<file path="src/rtl/acquisition_sequencer.sv">
`default_nettype none
// ============================================================================
// Module   : acquisition_sequencer
// Brief    : Arms on request, waits for a trigger, then drives decimated
//            write strobes for one ADC window into the BRAM writer.
// Revision : 1.0 - initial release
// ============================================================================
module acquisition_sequencer #(
    parameter int DECIM_W = 16,
    parameter int LEN_W   = 10
) (
    input  logic               clk,
    input  logic               rstn,
    input  logic               i_arm,
    input  logic               i_abort,
    input  logic [1:0]         i2_trig_mode,
    input  logic               i_ext_trigger,
    input  logic [13:0]        i14_data,
    input  logic [13:0]        i14_trig_level,
    input  logic [DECIM_W-1:0] i16_decimation,
    input  logic [LEN_W-1:0]   i10_window_length,
    input  logic               i_readout_done,
    output logic               o_we,
    output logic               o_acquire_window,
    output logic               o_busy,
    output logic               o_done,
    output logic               o_cfg_err,
    output logic [LEN_W-1:0]   or10_sample_count
);

    localparam logic [2:0] c_IDLE    = 3'd0;
    localparam logic [2:0] c_ARMED   = 3'd1;
    localparam logic [2:0] c_CAPTURE = 3'd2;
    localparam logic [2:0] c_FLUSH   = 3'd3;
    localparam logic [2:0] c_DONE    = 3'd4;

    localparam logic [1:0] c_MODE_IMM  = 2'b00;
    localparam logic [1:0] c_MODE_RISE = 2'b01;
    localparam logic [1:0] c_MODE_FALL = 2'b10;

    logic [2:0]         r_state;
    logic [2:0]         w_next_state;
    logic [1:0]         r_mode;
    logic [13:0]        r_level;
    logic [DECIM_W-1:0] r_dec;
    logic [LEN_W-1:0]   r_len;
    logic [13:0]        r_prev;
    logic [DECIM_W-1:0] r_dec_cnt;
    logic [LEN_W-1:0]   r_count;

    logic               w_we;
    logic               w_aw;
    logic               w_trig;
    logic               w_last;
    logic [DECIM_W-1:0] w_dec_last;
    logic signed [13:0] w_cur;
    logic signed [13:0] w_prev;
    logic signed [13:0] w_lvl;

    assign w_cur  = i14_data;
    assign w_prev = r_prev;
    assign w_lvl  = r_level;

    // Decimation of 0 behaves as 1, so the counter period is max(dec,1).
    assign w_dec_last = (r_dec <= DECIM_W'(1)) ? '0 : (r_dec - DECIM_W'(1));
    assign w_last     = (r_count == (r_len - LEN_W'(1)));

    always_comb begin
        w_trig = 1'b0;
        case (r_mode)
            c_MODE_IMM:  w_trig = 1'b1;
            c_MODE_RISE: w_trig = (w_prev < w_lvl) && (w_cur >= w_lvl);
            c_MODE_FALL: w_trig = (w_prev > w_lvl) && (w_cur <= w_lvl);
            default:     w_trig = i_ext_trigger;
        endcase
    end

    always_comb begin
        w_next_state = r_state;
        w_we         = 1'b0;
        w_aw         = 1'b0;
        case (r_state)
            c_IDLE: begin
                if (i_arm && (i10_window_length != '0)) begin
                    w_next_state = c_ARMED;
                end
            end
            c_ARMED: begin
                if (i_abort) begin
                    w_next_state = c_IDLE;
                end else if (w_trig) begin
                    w_next_state = c_CAPTURE;
                end
            end
            c_CAPTURE: begin
                w_we = (r_dec_cnt == '0);
                w_aw = w_we && (r_count == '0);
                // A final strobe beats a coincident abort.
                if (w_we && w_last) begin
                    w_next_state = c_DONE;
                end else if (i_abort) begin
                    w_next_state = c_FLUSH;
                end
            end
            c_FLUSH: begin
                w_we = 1'b1;
                if (w_last) begin
                    w_next_state = c_IDLE;
                end
            end
            c_DONE: begin
                if (i_abort || i_readout_done) begin
                    w_next_state = c_IDLE;
                end
            end
            default: w_next_state = c_IDLE;
        endcase
    end

    always_ff @(posedge clk) begin
        if (!rstn) begin
            r_state   <= c_IDLE;
            r_mode    <= '0;
            r_level   <= '0;
            r_dec     <= '0;
            r_len     <= '0;
            r_prev    <= '0;
            r_dec_cnt <= '0;
            r_count   <= '0;
            o_busy    <= 1'b0;
            o_done    <= 1'b0;
            o_cfg_err <= 1'b0;
        end else begin
            r_state <= w_next_state;
            r_prev  <= i14_data;
            o_busy  <= (w_next_state == c_ARMED) || (w_next_state == c_CAPTURE) ||
                       (w_next_state == c_FLUSH);
            o_done  <= (w_next_state == c_DONE);

            if ((r_state == c_IDLE) && i_arm) begin
                if (i10_window_length != '0) begin
                    r_mode    <= i2_trig_mode;
                    r_level   <= i14_trig_level;
                    r_dec     <= i16_decimation;
                    r_len     <= i10_window_length;
                    r_count   <= '0;
                    o_cfg_err <= 1'b0;
                end else begin
                    o_cfg_err <= 1'b1;
                end
            end else if (w_we) begin
                r_count <= r_count + LEN_W'(1);
            end

            // Strobe fires at count 0; holding 0 while armed aligns the first strobe with entry.
            if (r_state == c_ARMED) begin
                r_dec_cnt <= '0;
            end else if (r_state == c_CAPTURE) begin
                if (r_dec_cnt == w_dec_last) begin
                    r_dec_cnt <= '0;
                end else begin
                    r_dec_cnt <= r_dec_cnt + DECIM_W'(1);
                end
            end
        end
    end

    assign o_we              = w_we;
    assign o_acquire_window  = w_aw;
    assign or10_sample_count = r_count;

endmodule
`default_nettype wire

</file>
<file path="config.mk">
export PLATFORM = sky130hd
export DESIGN_NAME = acquisition_sequencer
export DESIGN_NICKNAME = d
export VERILOG_FILES = /design/src/rtl/acquisition_sequencer.sv
export SDC_FILE = /design/constraint.sdc
export NUM_CORES = 1
export LEC_CHECK = 0
export ABC_AREA = 1
export BUFFER_PORTS_ARGS = -buffer_cell sky130_fd_sc_hd__buf_2
export CAP_MARGIN = 40
export CORE_UTILIZATION = 45
export CTS_BUF_LIST = sky130_fd_sc_hd__clkbuf_8
export DETAILED_ROUTE_END_ITERATION = 6
export SKIP_LAST_GASP = 1
export SYNTH_ARGS = -nofsm -noshare
export SYNTH_HDL_FRONTEND = slang
export SYNTH_SLANG_ARGS = --single-unit
</file>
<file path="constraint.sdc">
create_clock -name clk -period 2.5 [get_ports clk]
set_input_delay 0.5 -clock clk [delete_from_list [all_inputs] [get_ports clk]]
set_output_delay 0.5 -clock clk [all_outputs]
set_load 0.005 [all_outputs]
</file>
==> flow_results.xml <==
<?xml version="1.0" encoding="UTF-8"?>
<metrics>
  <group name="yosys">
    <metric name="syn-mean-instance-area" unit="um^2">6.677</metric>
    <metric name="synth-warning-count" unit="">0</metric>
    <metric name="post_synth_and_or_nand_nor_area_fraction" unit="">0.3339</metric>
    <metric name="ys_top_cells_by_area" unit="">sky130_fd_sc_hd__dfxtp_1 (31%), sky130_fd_sc_hd__nand2_1 (13%), sky130_fd_sc_hd__inv_1 (7.9%), sky130_fd_sc_hd__ha_1 (7.8%), sky130_fd_sc_hd__a21oi_1 (5.6%)</metric>
    <metric name="synth.most_common_cell" unit="">sky130_fd_sc_hd__nand2_1</metric>
    <metric name="yosys.area_share.adder" unit="">0.07790</metric>
    <metric name="synth_area" unit="um^2">5622</metric>
    <metric name="synth-main-ff-cell" unit="">sky130_fd_sc_hd__dfxtp_1</metric>
    <metric name="synth_compound_gate_area_share" unit="">0.1224</metric>
    <metric name="synth_top_family_by_area" unit="">simple AND/OR/NAND/NOR gates</metric>
    <metric name="synth_edf_count" unit="">0</metric>
    <metric name="synth-seq-area-share" unit="">0.3134</metric>
    <metric name="proportion_of_netlist_area_held_by_the_largest_area_contributor" unit="">0.3134</metric>
    <metric name="yosys_register_bits" unit="">88</metric>
    <metric name="synthMuxAreaShare" unit="">0</metric>
    <metric name="synth.net_count" unit="">939</metric>
    <metric name="synth_top_area_cell" unit="">sky130_fd_sc_hd__dfxtp_1</metric>
    <metric name="synth.top_cells.by_count" unit="">sky130_fd_sc_hd__nand2_1 (194), sky130_fd_sc_hd__inv_1 (118), sky130_fd_sc_hd__dfxtp_1 (88)</metric>
    <metric name="syn_inst" unit="">842</metric>
    <metric name="post_synth_xor_area_fraction" unit="">0.04830</metric>
    <metric name="synth_unique_cells" unit="">33</metric>
    <metric name="share_of_async_settable_or_async_resettable_flops_after_synthesis" unit="">0</metric>
  </group>
  <group name="floorplanning">
    <metric name="core_region_area" unit="um^2">12110</metric>
    <metric name="die_x" unit="um">113.8</metric>
    <metric name="chipHeight" unit="um">113.8</metric>
    <metric name="design.die.area" unit="um^2">12940</metric>
    <metric name="design.portCount" unit="">77</metric>
    <metric name="floorplan.initialDensity" unit="">0.4642</metric>
    <metric name="std_cell_rows" unit="">40</metric>
  </group>
  <group name="global_route">
    <metric name="grt_first_pass_wirelength" unit="mm">23.63</metric>
    <metric name="groute.usage.overall" unit="">0.2302</metric>
    <metric name="grt_pass1_vias" unit="">5171</metric>
    <metric name="grt.overflow.total" unit="">0</metric>
    <metric name="grt_start_max_net_pins" unit="">77</metric>
    <metric name="grt_antenna_before_repair" unit="">1</metric>
  </group>
  <group name="cells_and_area">
    <metric name="post-route-util" unit="">0.5252</metric>
    <metric name="num-nets-final" unit="">1009</metric>
    <metric name="drive_above_1_share" unit="">0.1603</metric>
    <metric name="final_area" unit="um^2">6361</metric>
    <metric name="syn2layout_area_growth" unit="%">13.15</metric>
    <metric name="final-instance-count-excl-fill" unit="">1085</metric>
    <metric name="num_antenna_cells" unit="">0</metric>
  </group>
  <group name="drt">
    <metric name="post-route-drc-count" unit="">0</metric>
    <metric name="drt_pass1_iterations" unit="">5</metric>
    <metric name="drt.antenna.violating_nets" unit="">0</metric>
    <metric name="dr_total_vias" unit="">5391</metric>
    <metric name="first_iter_violations" unit="">271</metric>
    <metric name="routed_length_per_instance" unit="um">12.82</metric>
    <metric name="avgViaCountPerCell" unit="">4.969</metric>
    <metric name="routed_wirelength" unit="mm">13.91</metric>
  </group>
  <group name="min_path">
    <metric name="min-delay-path-class" unit="">in2reg</metric>
    <metric name="min_delay_worst_endpoint" unit="">r_prev[7]</metric>
    <metric name="timing.hold.worst_path_depth" unit="">3</metric>
    <metric name="start_point_of_the_worst_min_delay_path" unit="">i14_data[7]</metric>
  </group>
  <group name="timing">
    <metric name="whs" unit="ns">0.3087</metric>
    <metric name="setup-tns-final" unit="ns">0</metric>
    <metric name="worst_clock_skew" unit="ns">0.01130</metric>
    <metric name="setup_viol" unit="">0</metric>
    <metric name="fin_crit" unit="ns">2.338</metric>
    <metric name="achievable-frequency" unit="MHz">427.7</metric>
    <metric name="final-hold-violation-count" unit="">0</metric>
    <metric name="tightestPinTransition" unit="ns">0.7224</metric>
    <metric name="rsz_0062_raised_after_global_routing" unit="">true</metric>
    <metric name="final.setup.worst_slack" unit="ns">0.1619</metric>
    <metric name="timing.final.crit_share" unit="">0.9352</metric>
    <metric name="maxSlewViolCount" unit="">0</metric>
    <metric name="timing.slew.headroom" unit="">0.5173</metric>
  </group>
  <group name="placement">
    <metric name="place.gp.congestion" unit="">0.8859</metric>
    <metric name="buffer_ports.inserted" unit="">76</metric>
    <metric name="dp_hpwl" unit="mm">10.68</metric>
    <metric name="detailedPlace.worstSlack" unit="ns">0.04780</metric>
    <metric name="placed_cells_incl_taps" unit="">1068</metric>
    <metric name="place_area" unit="um^2">6148</metric>
  </group>
  <group name="worst_setup_path">
    <metric name="reg2reg_depth" unit="">12</metric>
    <metric name="setup.worst_path.start_class" unit="">flop</metric>
    <metric name="critical-path-slowest-cell" unit="">sky130_fd_sc_hd__dfxtp_1</metric>
    <metric name="critical_path.reg2reg.startpoint" unit="">r_dec[0]</metric>
    <metric name="timing.critical_path.cells" unit="">inv_1 -&gt; ha_1 -&gt; or2_1 -&gt; nand3_4 -&gt; nand2_1 -&gt; xor2_1 -&gt; nor2_1 -&gt; nand2_1 -&gt; nor2_1 -&gt; nand2_4 -&gt; nand3_1 -&gt; a21oi_1</metric>
    <metric name="critical_path.endpoint_type" unit="">flop</metric>
    <metric name="path_delay_family" unit="">simple AND/OR/NAND/NOR gates</metric>
    <metric name="crit_path_max_fanout" unit="">16</metric>
    <metric name="critPathBufInv" unit="">1</metric>
    <metric name="crit_path_max_incr_delay" unit="ns">0.39</metric>
    <metric name="r2r_slack" unit="ns">0.16</metric>
    <metric name="setup.worst_path.class" unit="">reg2reg</metric>
    <metric name="worstReg2RegEnd" unit="">r_dec_cnt[3]</metric>
    <metric name="critical_path_data_arrival_time" unit="ns">2.57</metric>
    <metric name="cp.required" unit="ns">2.73</metric>
  </group>
  <group name="run">
    <metric name="cap_viol_max_count" unit="">0</metric>
  </group>
  <group name="clock_tree">
    <metric name="clk_pin_slew" unit="ns">0.09</metric>
    <metric name="number_of_cts_inserted_buffers" unit="">9</metric>
    <metric name="cts_max_level" unit="">3</metric>
    <metric name="tritoncts" unit="">yes</metric>
    <metric name="tritoncts_num_sinks" unit="">88</metric>
    <metric name="clk_latency" unit="ns">0.39</metric>
    <metric name="clock_path_buffers" unit="">2</metric>
    <metric name="root_buffer" unit="">sky130_fd_sc_hd__clkbuf_8</metric>
    <metric name="cts_setup_buffers" unit="">0</metric>
  </group>
  <group name="outcome">
    <metric name="outcome" unit="">complete, no violations</metric>
  </group>
  <group name="power">
    <metric name="total_power" unit="mW">3.665</metric>
    <metric name="reported_leakage_power" unit="nW">3.025</metric>
    <metric name="power.density_cell_area" unit="nW/um^2">576.2</metric>
    <metric name="vdd_ir_drop_max" unit="uV">313.5</metric>
  </group>
</metrics>
-- power breakdown --
part           total (mW)  switching (mW)  internal (mW)
Clock                1.02           0.552          0.463
Sequential           1.57          0.0743           1.50
Combinational        1.08           0.681          0.395
-- how the worst max path moves through the flow --
stage,start,end,slack (ns),cells past startpoint
5_1_grt,r_dec[0],r_dec_cnt[3],-0.02,12
6_report,r_dec[0],r_dec_cnt[3],0.16,12
2_1_floorplan,r_dec[0],r_dec_cnt[0],0.37,14
3_5_place_dp,i14_data[13],o_busy,0.05,15
3_3_place_gp,i14_data[13],o_busy,0.16,15
4_1_cts,r_dec[0],r_dec_cnt[3],0.1,12
-- worst reg2reg max path: cells and delay by family, from the launching register on --
family / cells / cell delay, ns
xor gates and xnor gates: 1 / 0.15
adders and majority gates: 1 / 0.21
DFF: 1 / 0.39
buffers and inverters: 1 / 0.10
AOI/OAI and AO/OA: 1 / 0.07
and+or+nand+nor: 8 / 1.29
-- sequential cells by signal, indices dropped and copies added (netlist names) --
register	cells
r_mode	2
o_busy	1
o_done	1
r_len	10
o_cfg_err	1
r_level	14
r_dec	16
or10_sample_count	10
r_dec_cnt	16
r_prev	14
r_state	3
-- cells in the final DEF, fill, tap and decap left out, drive strengths merged --
cell | synthesis | routed
xnor2 | 4 | 4
bufinv | 0 | 1
buf | 5 | 82
o21ai | 51 | 51
a22oi | 2 | 2
clkinv | 2 | 3
inv | 121 | 124
nor2 | 95 | 95
nand3 | 74 | 75
ha | 35 | 35
clkinvlp | 0 | 2
or2 | 2 | 2
nand3b | 2 | 2
o21a | 1 | 1
dfxtp | 88 | 88
o21bai | 1 | 1
nand4 | 19 | 19
nor3 | 15 | 15
a21oi | 73 | 73
xor2 | 27 | 27
nor4 | 6 | 6
clkbuf | 19 | 9
nand2 | 200 | 200
-- layout make-up --
type	instances	area, um^2
fillers	1301	5751
multi-input cells	608	3294
flip-flops and latches	88	1762
inverters	123	461.7
repair buffers	82	437.9
well taps	168	210.2
clock buffers	9	123.9
clock inverters	7	71.32
-- timing repair --
action,CTS,global route
endpoints found under the setup margin,0,18
gates resized for setup,0,2
hold buffers,0,0
-- routing by layer --
layer | vias to the layer above | global-route usage | routed length, um
li1 | 2839 | - | -
met3 | 14 | 0.05526 | 475
met5 | - | 0 | 0
met1 | 2460 | 0.2757 | 6519
met4 | 0 | 0.05714 | 150
met2 | 78 | 0.4130 | 6765
-- cell families (layout without fill, tap and decap cells) --
logic type                 Yosys count  after routing
AOI/OAI and AO/OA                  128            128
adders and majority gates           35             35
DFF                                 88             88
and+or+nand+nor                    413            414
xor gates and xnor gates            31             31
buffers and inverters              147            221
No activity file was read; power rests on OpenSTA's default activity.
